File: src/rtl/cc_pkg.sv
// Shared condition-code definitions: flag bit positions, Y86 condition codes, CC reset value.
package cc_pkg;

    localparam int ZF = 0;
    localparam int SF = 1;
    localparam int OF = 2;

    typedef enum logic [3:0] {
        C_ALWAYS = 4'd0,
        C_LE     = 4'd1,
        C_L      = 4'd2,
        C_E      = 4'd3,
        C_NE     = 4'd4,
        C_GE     = 4'd5,
        C_G      = 4'd6
    } ifun_e;

    localparam logic [2:0] CC_RESET_DEFAULT = 3'b001;

endpackage

File: src/rtl/cc_eval_unit_if.sv
// Request/result bundle between the execute stage and the condition-code evaluation unit.
interface cc_eval_unit_if #(parameter int CNT_W = 32);

    logic             stall;
    logic             set_cc;
    logic [2:0]       flags_in;
    logic             eval_valid;
    logic             eval_is_jmp;
    logic [3:0]       eval_ifun;
    logic             cnd_valid;
    logic             cnd;
    logic             cnd_err;
    logic [2:0]       cc_q;
    logic [CNT_W-1:0] taken_cnt;
    logic [CNT_W-1:0] ntaken_cnt;

    modport master (
        output stall, set_cc, flags_in, eval_valid, eval_is_jmp, eval_ifun,
        input  cnd_valid, cnd, cnd_err, cc_q, taken_cnt, ntaken_cnt
    );

    modport slave (
        input  stall, set_cc, flags_in, eval_valid, eval_is_jmp, eval_ifun,
        output cnd_valid, cnd, cnd_err, cc_q, taken_cnt, ntaken_cnt
    );

endinterface

File: src/rtl/cc_eval_unit_cond_logic.sv
// Combinational Y86 condition evaluation; also used by the decode-stage predictor check.
module cond_logic
    import cc_pkg::*;
(
    input  logic [2:0] cc,
    input  logic [3:0] ifun,
    output logic       cnd,
    output logic       err
);

    logic lt;

    assign lt = cc[SF] ^ cc[OF];

    always_comb begin
        cnd = 1'b0;
        err = 1'b0;
        case (ifun)
            C_ALWAYS: cnd = 1'b1;
            C_LE:     cnd = lt | cc[ZF];
            C_L:      cnd = lt;
            C_E:      cnd = cc[ZF];
            C_NE:     cnd = ~cc[ZF];
            C_GE:     cnd = ~lt;
            C_G:      cnd = ~lt & ~cc[ZF];
            default:  err = 1'b1;
        endcase
    end

endmodule

File: src/rtl/cc_eval_unit.sv
// Condition-code register, registered branch/cmov evaluation and jXX statistics.
// Optional build macro CC_BYPASS_EN: a cmov fused with a same-edge set_cc evaluates flags_in.
module cc_eval_unit
    import cc_pkg::*;
#(
    parameter int         CNT_W    = 32,
    parameter logic [2:0] CC_RESET = CC_RESET_DEFAULT
) (
    input logic          clk,
    input logic          reset,
    cc_eval_unit_if.slave bus
);

    logic [2:0]       cc_r;
    logic [2:0]       eval_cc;
    logic             cnd_c;
    logic             err_c;
    logic             valid_r;
    logic             cnd_r;
    logic             err_r;
    logic [CNT_W-1:0] taken_r;
    logic [CNT_W-1:0] ntaken_r;

    always_comb begin
        eval_cc = cc_r;
`ifdef CC_BYPASS_EN
        if (bus.set_cc && bus.eval_valid && !bus.eval_is_jmp)
            eval_cc = bus.flags_in;
`endif
    end

    cond_logic u_cond (
        .cc   (eval_cc),
        .ifun (bus.eval_ifun),
        .cnd  (cnd_c),
        .err  (err_c)
    );

    // Stall freezes everything, so a pending result stays visible until it drops.
    always_ff @(posedge clk or posedge reset) begin
        if (reset) begin
            cc_r     <= CC_RESET;
            valid_r  <= 1'b0;
            cnd_r    <= 1'b0;
            err_r    <= 1'b0;
            taken_r  <= '0;
            ntaken_r <= '0;
        end else if (!bus.stall) begin
            if (bus.set_cc)
                cc_r <= bus.flags_in;
            valid_r <= bus.eval_valid;
            cnd_r   <= bus.eval_valid & cnd_c;
            err_r   <= bus.eval_valid & err_c;
            if (bus.eval_valid && bus.eval_is_jmp && !err_c) begin
                if (cnd_c)
                    taken_r <= taken_r + CNT_W'(1);
                else
                    ntaken_r <= ntaken_r + CNT_W'(1);
            end
        end
    end

    assign bus.cc_q       = cc_r;
    assign bus.cnd_valid  = valid_r;
    assign bus.cnd        = cnd_r;
    assign bus.cnd_err    = err_r;
    assign bus.taken_cnt  = taken_r;
    assign bus.ntaken_cnt = ntaken_r;

endmodule
File: src/flat_wrapper.sv
// flat-port wrapper written by rule: the top's interface ports become plain ports
module cc_eval_unit_flat import cc_pkg::*;
#(
    parameter int         CNT_W    = 32,
    parameter logic [2:0] CC_RESET = CC_RESET_DEFAULT
)
  (clk, reset, bus_stall, bus_set_cc, bus_flags_in, bus_eval_valid, bus_eval_is_jmp, bus_eval_ifun, bus_cnd_valid, bus_cnd, bus_cnd_err, bus_cc_q, bus_taken_cnt, bus_ntaken_cnt);
  cc_eval_unit_if #(.CNT_W(CNT_W)) bus_i ();
  input logic clk;
  input logic reset;
  input wire logic [$bits(bus_i.stall)-1:0] bus_stall;
  input wire logic [$bits(bus_i.set_cc)-1:0] bus_set_cc;
  input wire logic [$bits(bus_i.flags_in)-1:0] bus_flags_in;
  input wire logic [$bits(bus_i.eval_valid)-1:0] bus_eval_valid;
  input wire logic [$bits(bus_i.eval_is_jmp)-1:0] bus_eval_is_jmp;
  input wire logic [$bits(bus_i.eval_ifun)-1:0] bus_eval_ifun;
  output wire logic [$bits(bus_i.cnd_valid)-1:0] bus_cnd_valid;
  output wire logic [$bits(bus_i.cnd)-1:0] bus_cnd;
  output wire logic [$bits(bus_i.cnd_err)-1:0] bus_cnd_err;
  output wire logic [$bits(bus_i.cc_q)-1:0] bus_cc_q;
  output wire logic [$bits(bus_i.taken_cnt)-1:0] bus_taken_cnt;
  output wire logic [$bits(bus_i.ntaken_cnt)-1:0] bus_ntaken_cnt;
  assign bus_i.stall = bus_stall;
  assign bus_i.set_cc = bus_set_cc;
  assign bus_i.flags_in = bus_flags_in;
  assign bus_i.eval_valid = bus_eval_valid;
  assign bus_i.eval_is_jmp = bus_eval_is_jmp;
  assign bus_i.eval_ifun = bus_eval_ifun;
  assign bus_cnd_valid = bus_i.cnd_valid;
  assign bus_cnd = bus_i.cnd;
  assign bus_cnd_err = bus_i.cnd_err;
  assign bus_cc_q = bus_i.cc_q;
  assign bus_taken_cnt = bus_i.taken_cnt;
  assign bus_ntaken_cnt = bus_i.ntaken_cnt;
  cc_eval_unit #(.CNT_W(CNT_W), .CC_RESET(CC_RESET)) u_core (.clk(clk), .reset(reset), .bus(bus_i));
endmodule
File: config.mk
export PLATFORM = sky130hd
export DESIGN_NAME = cc_eval_unit_flat
export DESIGN_NICKNAME = d
export VERILOG_FILES = /design/src/rtl/cc_pkg.sv /design/src/rtl/cc_eval_unit_if.sv /design/src/rtl/cc_eval_unit_cond_logic.sv /design/src/rtl/cc_eval_unit.sv /design/src/flat_wrapper.sv
export SDC_FILE = /design/constraint.sdc
export NUM_CORES = 1
export LEC_CHECK = 0
export ABC_AREA = 0
export CAP_MARGIN = 25
export CORE_AREA = 2 2 72 108
export DETAILED_ROUTE_END_ITERATION = 12
export DIE_AREA = 0 0 74 110
export GPL_TIMING_DRIVEN = 0
export PLACE_DENSITY_LB_ADDON = 0.25
export SETUP_SLACK_MARGIN = 0.05
export SYNTH_ARGS = -nofsm -noshare
export SYNTH_HDL_FRONTEND = slang
export SYNTH_SLANG_ARGS = --single-unit
File: constraint.sdc
create_clock -name clk -period 2.4 [get_ports clk]
set_input_delay 0.48 -clock clk [delete_from_list [all_inputs] [get_ports clk]]
set_output_delay 0.48 -clock clk [all_outputs]
set_load 0.01 [all_outputs]
==> metrics.csv, run 1 <==
metric;value;unit
status;finished clean;
required;2.68;ns
final_cells;508;
wl_per_cell;16.0;µm
area_growth;34.5;%
path_buf_inv;3;
synthCells;311;
drt_first_pass_iters;4;
setup_ws;0.176;ns
drv_slew;0;
detail-route-antenna-nets;0;
synthAdderAreaFrac;0.00722;
fin_crit_sh;0.927;
dp.cells;492;
routabilityCongestion;0.808;
die-area;0.00814;mm²
clock-root-buffer;clkbuf_8;
worstSkewPairLatency;0.36;ns
final_area;0.00467;mm²
synth_warnings;0;
crit_chain;clkdlybuf4s50_1, and3_4, or4_4, buf_6, buf_2, nor3_1, xor2_1;
yosys_register_bits;70;
crit_type;input port to register;
dr_total_vias;2783;
core.rowCount;38;
yosysUniqueCellTypes;39;
antenna_cells;0;
slowest_delay;0.48;ns
syn_area_per_cell;11.2;µm²
grt_overflow_total;0;
dpl_worst_slack;-0.215;ns
netlist_area;0.00347;mm²
nNetsFinal;418;
portBuffers;81;
timing.hold.ws;0.439;ns
slew_headroom;0.421;
synth_area_leader_cell;dfrtp_1;
grt_max_degree;71;
synth_top_area_share;0.498;
cp_max_fo;10;
rsz0062_at_grt;yes;
start_kind;input port;
dp_hpwl;5560;µm
drt_wl_total;8110;µm
skew;0.0109;ns
clkSlewWorstSetupHoldPaths;0.08;ns
cts_tree;done;
synth.area.mux_share;0.0130;
irDropWorstVdd;510;µV
die_w;74;µm
seq_area_frac_synth;0.505;
synth_top_cells_by_area;dfrtp_1 (50%), xor2_1 (8.3%), xnor2_1 (7.6%);
drc;0;
cts_buffers;9;
slowest_stage;clkdlybuf4s50_1;
cts.sinks;70;
worstMarginPinSlew;0.869;ns
start_util;0.483;
drt_iter0_markers;185;
fmax;0.450;GHz
total_leakage_power;2.01;nW
min_period;2.22;ns
hold_violations;0;
synth_compound_area_frac;0.0213;
ios;83;
yosys.area_share.simple;0.269;
grt_pass1_vias;2768;
syn-num-nets;326;
min_path_type;input port to register;
grt_util_all_layers;0.218;
worstSetupEndpointType;register;
p_total;2.84;mW
vias_per_cell;5.48;
cpLargestDelayFamily;simple AND/OR/NAND/NOR gates;
antenna_found_initial;0;
cp.arrival;2.50;ns
power_density;608;mW/mm²
core_area;0.00718;mm²
setup_violations;0;
final_layout_size_suffix_gt1_frac;0.130;
cts-htree-levels;3;
cap_violations;0;
synth_xor_area_frac;0.159;
synth_top_family_by_area;simple AND/OR/NAND/NOR gates;
nFillCells;608;
place_area;0.00441;mm²
die_h;110;µm
grt_pass1_wl;13500;µm
cts_buffer_depth;2;
## area by class of cell
class	count	area, µm²	share of cell area
plain buffers	12	73.8	0.0158
repair buffers	81	811	0.174
well taps	100	125	0.0268
clock inverters	5	106	0.0228
clock buffers	11	141	0.0303
inverters	4	17.5	0.00375
flip-flops and latches	70	1750	0.376
multi-input cells	225	1640	0.351
## stage by stage
step,setup TNS (ns),util
2_1_floorplan,0,-
3_3_place_gp,-80.44,0.613
6_report,0,0.650
3_5_place_dp,-7.58,0.614
4_1_cts,0,0.648
5_1_grt,0,0.650
## where the power goes
part / leakage, nW / switching (mW) / total [mW] / internal [mW]
Sequential: 0.954 / 0.0597 / 1.29 / 1.23
Clock: 0.120 / 0.467 / 1.19 / 0.721
Combinational: 0.941 / 0.179 / 0.357 / 0.178
Total: 2.01 / 0.706 / 2.84 / 2.13
## worst paths after layout
kind	start	to	slack [ns]	depth (start not counted)
hold / removal	bus_stall	u_core.bus.cnd	0.44	3
hold reg to reg	u_core.bus.taken_cnt[31]	u_core.bus.taken_cnt[31]	0.48	1
setup reg to reg	u_core.bus.taken_cnt[11]	u_core.bus.taken_cnt[27]	0.23	5
setup / recovery	bus_eval_ifun[1]	u_core.bus.taken_cnt[3]	0.18	7
min in group asynchronous	reset	u_core.bus.taken_cnt[29]	0.64	2
max in group asynchronous	reset	u_core.bus.taken_cnt[3]	1.18	2
## per-layer routing
layer | global-route usage | vias to the layer above | share of wire
li1 | - | 1314 | -
met1 | 0.260 | 1391 | 0.41
met2 | 0.367 | 63 | 0.52
met3 | 0.0482 | 15 | 0.046
met4 | 0.106 | 0 | 0.022
met5 | 0 | - | 0
## worst min-delay path, stage by stage
cell	delay [ns]
buf_2	0.15
nand2_1	0.07
o41ai_1	0.05
## state kept, by name, indices dropped and copies added (netlist names)
signal / flops
u_core.bus.cnd_valid: 1
u_core.bus.ntaken_cnt: 32
u_core.bus.cc_q: 3
u_core.bus.cnd_err: 1
u_core.bus.taken_cnt: 32
u_core.bus.cnd: 1
## Yosys cell counts
cell	number
nor2b_1	1
or3_4	1
buf_4	2
or2_2	1
clkbuf_1	5
nor4_4	1
o211ai_1	1
ha_1	2
and2_1	1
o211a_2	1
inv_1	4
and4_1	6
and3_1	11
nor3_2	2
a211oi_1	1
nand4_1	26
xor2_1	33
xnor2_1	30
nand3_1	26
nor2_1	8
nor3_1	17
nor4b_1	1
mux2_2	4
dfstp_2	1
or4_4	1
o21ai_0	5
o41ai_1	1
dfrtp_1	69
buf_2	3
nand2b_1	3
a211o_1	1
and3_4	1
a31oi_1	1
buf_6	2
nor4b_2	3
nand2_1	20
nor4_2	10
nor4_1	4
nand4_2	1
## placed cells by master (no fill, tap or decap), types with 5 or more instances in the layout
master and instances:
and3_1 11, and4_1 6, clkbuf_8 10, clkdlybuf4s50_1 81, dfrtp_1 69, nand2_1 20, nand3_1 26, nand4_1 26
nor2_1 7, nor3_1 17, nor4_2 10, o21ai_0 5, xnor2_1 30, xor2_1 33
## what timing repair did
item                                   in CTS  in global routing
endpoints found under the hold margin       0                  0
buffers inserted                            0                  0
gates resized for setup                     0                  6
hold buffers                                0                  0
setup endpoints to repair                   0                 10
## kinds of logic (layout without fill, tap and decap cells)
family | Yosys count | after routing
and+or+nand+nor | 145 | 145
DFF | 70 | 70
xor gates and xnor gates | 63 | 63
buffers and inverters | 16 | 113
AOI/OAI and AO/OA | 11 | 11
muxes | 4 | 4
adders and majority gates | 2 | 2
No activity file was read; power rests on OpenSTA's default activity.
==> run 2: changes to the inputs <==
--- a/config.mk
+++ b/config.mk
@@ -11,7 +11,7 @@
 export DETAILED_ROUTE_END_ITERATION = 12
 export DIE_AREA = 0 0 74 110
 export GPL_TIMING_DRIVEN = 0
-export PLACE_DENSITY_LB_ADDON = 0.25
+export PLACE_DENSITY = 0.78
 export SETUP_SLACK_MARGIN = 0.05
 export SYNTH_ARGS = -nofsm -noshare
 export SYNTH_HDL_FRONTEND = slang
==> metrics.csv, run 2 (synthesis results as in run 1) <==
metric;value;unit
status;finished clean;
slew_headroom;0.425;
timing.rr.start;u_core.bus.taken_cnt[3];
cts_buffers;9;
post-route-util;0.641;
cts_tree;done;
drc;0;
grt_util_all_layers;0.214;
dp.cells;492;
core_area;0.00718;mm²
grt_pass1_vias;2770;
cts.sinks;70;
drt_first_pass_iters;4;
min_period;2.24;ns
nNetsFinal;418;
worstMarginPinSlew;0.863;ns
timing.hold.ws;0.463;ns
cts_buffer_depth;2;
setup_ws;0.157;ns
cap_violations;0;
final_cells;508;
grt_pass1_wl;13100;µm
grt_max_degree;71;
total_leakage_power;1.99;nW
die_h;110;µm
dpl_worst_slack;-0.255;ns
die-area;0.00814;mm²
fmax;0.446;GHz
core.rowCount;38;
wl_per_cell;15.8;µm
min_path_type;register to register;
cts_hold_buf;0;
die_w;74;µm
vias_per_cell;5.55;
grt_overflow_total;0;
layout_commonest_cell;clkdlybuf4s50_1;
ios;83;
min_from;u_core.bus.taken_cnt[31];
rsz0062_at_grt;no;
cp.arrival;2.50;ns
cts-htree-levels;3;
antenna_cells;0;
start_util;0.483;
skew;0.00747;ns
fin_crit_sh;0.935;
start_kind;input port;
detail-route-antenna-nets;0;
hold_violations;0;
irDropWorstVdd;389;µV
crit_start;bus_eval_ifun[1];
clock-root-buffer;clkbuf_8;
clkSlewWorstSetupHoldPaths;0.07;ns
drv_slew;0;
portBuffers;81;
area_growth;32.7;%
drt_iter0_markers;270;
mostFrequentLayoutCells;clkdlybuf4s50_1 (81), dfrtp_1 (69), xor2_1 (33), xnor2_1 (30);
dr_total_vias;2819;
worstSetupEndpointType;register;
setup_violations;0;
cp_max_fo;10;
crit_type;input port to register;
dp_hpwl;5730;µm
nFillCells;576;
worstSkewPairLatency;0.34;ns
power_density;550;mW/mm²
antenna_found_initial;0;
routabilityCongestion;0.824;
required;2.66;ns
drt_wl_total;8050;µm
final_layout_size_suffix_gt1_frac;0.130;
[run 2: cell types whose count changed in the layout (fill, tap and decap cells not counted), sizes merged]
| cell | delta |
|---|---|
| bufinv | -3 |
| clkbuf | +2 |
| clkinv | +1 |
[run 2: final cells by class]
cell class                 count  area [µm²]  share of cell area
buffer                        12        75.1              0.0163
clock buffer                  13         169              0.0367
clock inverter                 3        17.5             0.00381
inverter                       4        17.5             0.00381
multi-input combinational    225        1640               0.355
sequential                    70        1750               0.381
tap                          100         125              0.0272
timing repair buffer          81         811               0.176
[run 2: worst paths after layout]
kind | to | cells after the start | slack [ns]
setup / recovery | u_core.bus.ntaken_cnt[20] | 7 | 0.16
max in group asynchronous | u_core.bus.cc_q[2] | 2 | 1.16
min in group asynchronous | u_core.bus.taken_cnt[29] | 2 | 0.65
hold reg to reg | u_core.bus.taken_cnt[31] | 1 | 0.46
setup reg to reg | u_core.bus.taken_cnt[27] | 5 | 0.22
hold / removal | u_core.bus.taken_cnt[31] | 1 | 0.46
[run 2: where the power goes]
group	internal, mW	switching, mW	leakage (nW)
Sequential	1.24	0.0648	0.954
Clock	0.457	0.418	0.0954
Combinational	0.179	0.178	0.944
Total	1.87	0.661	1.99
[run 2: critical path, stage by stage]
cell and delay [ns]:
clkdlybuf4s50_1 0.48, and3_4 0.23, nor4_4 0.28, clkbuf_1 0.48
nand3_1 0.17, nor3_1 0.20, xor2_1 0.17
[run 2: metal layers]
| metal | vias up | routed length (µm) | part of all wire | GRT usage |
|---|---|---|---|---|
| li1 | 1313 | - | - | - |
| met1 | 1395 | 3350 | 0.42 | 0.264 |
| met2 | 89 | 4110 | 0.51 | 0.344 |
| met3 | 22 | 320 | 0.040 | 0.0282 |
| met4 | 0 | 261 | 0.032 | 0.142 |
| met5 | - | 0 | 0 | 0 |
[run 2: timing repair]
item                       in CTS  in global routing
gates resized for setup         0                  7
buffers inserted                0                  0
setup endpoints to repair       0                 21
[run 2: per-stage QoR]
stage	setup TNS, ns	cell area, µm²	total power, mW
finish	0	4600	2.53
global route	0	4600	2.64
CTS	0	4590	2.56
detailed placement	-7.87	4410	1.68
global placement	-76.34	4400	1.67
floorplan	0	3470	1.49
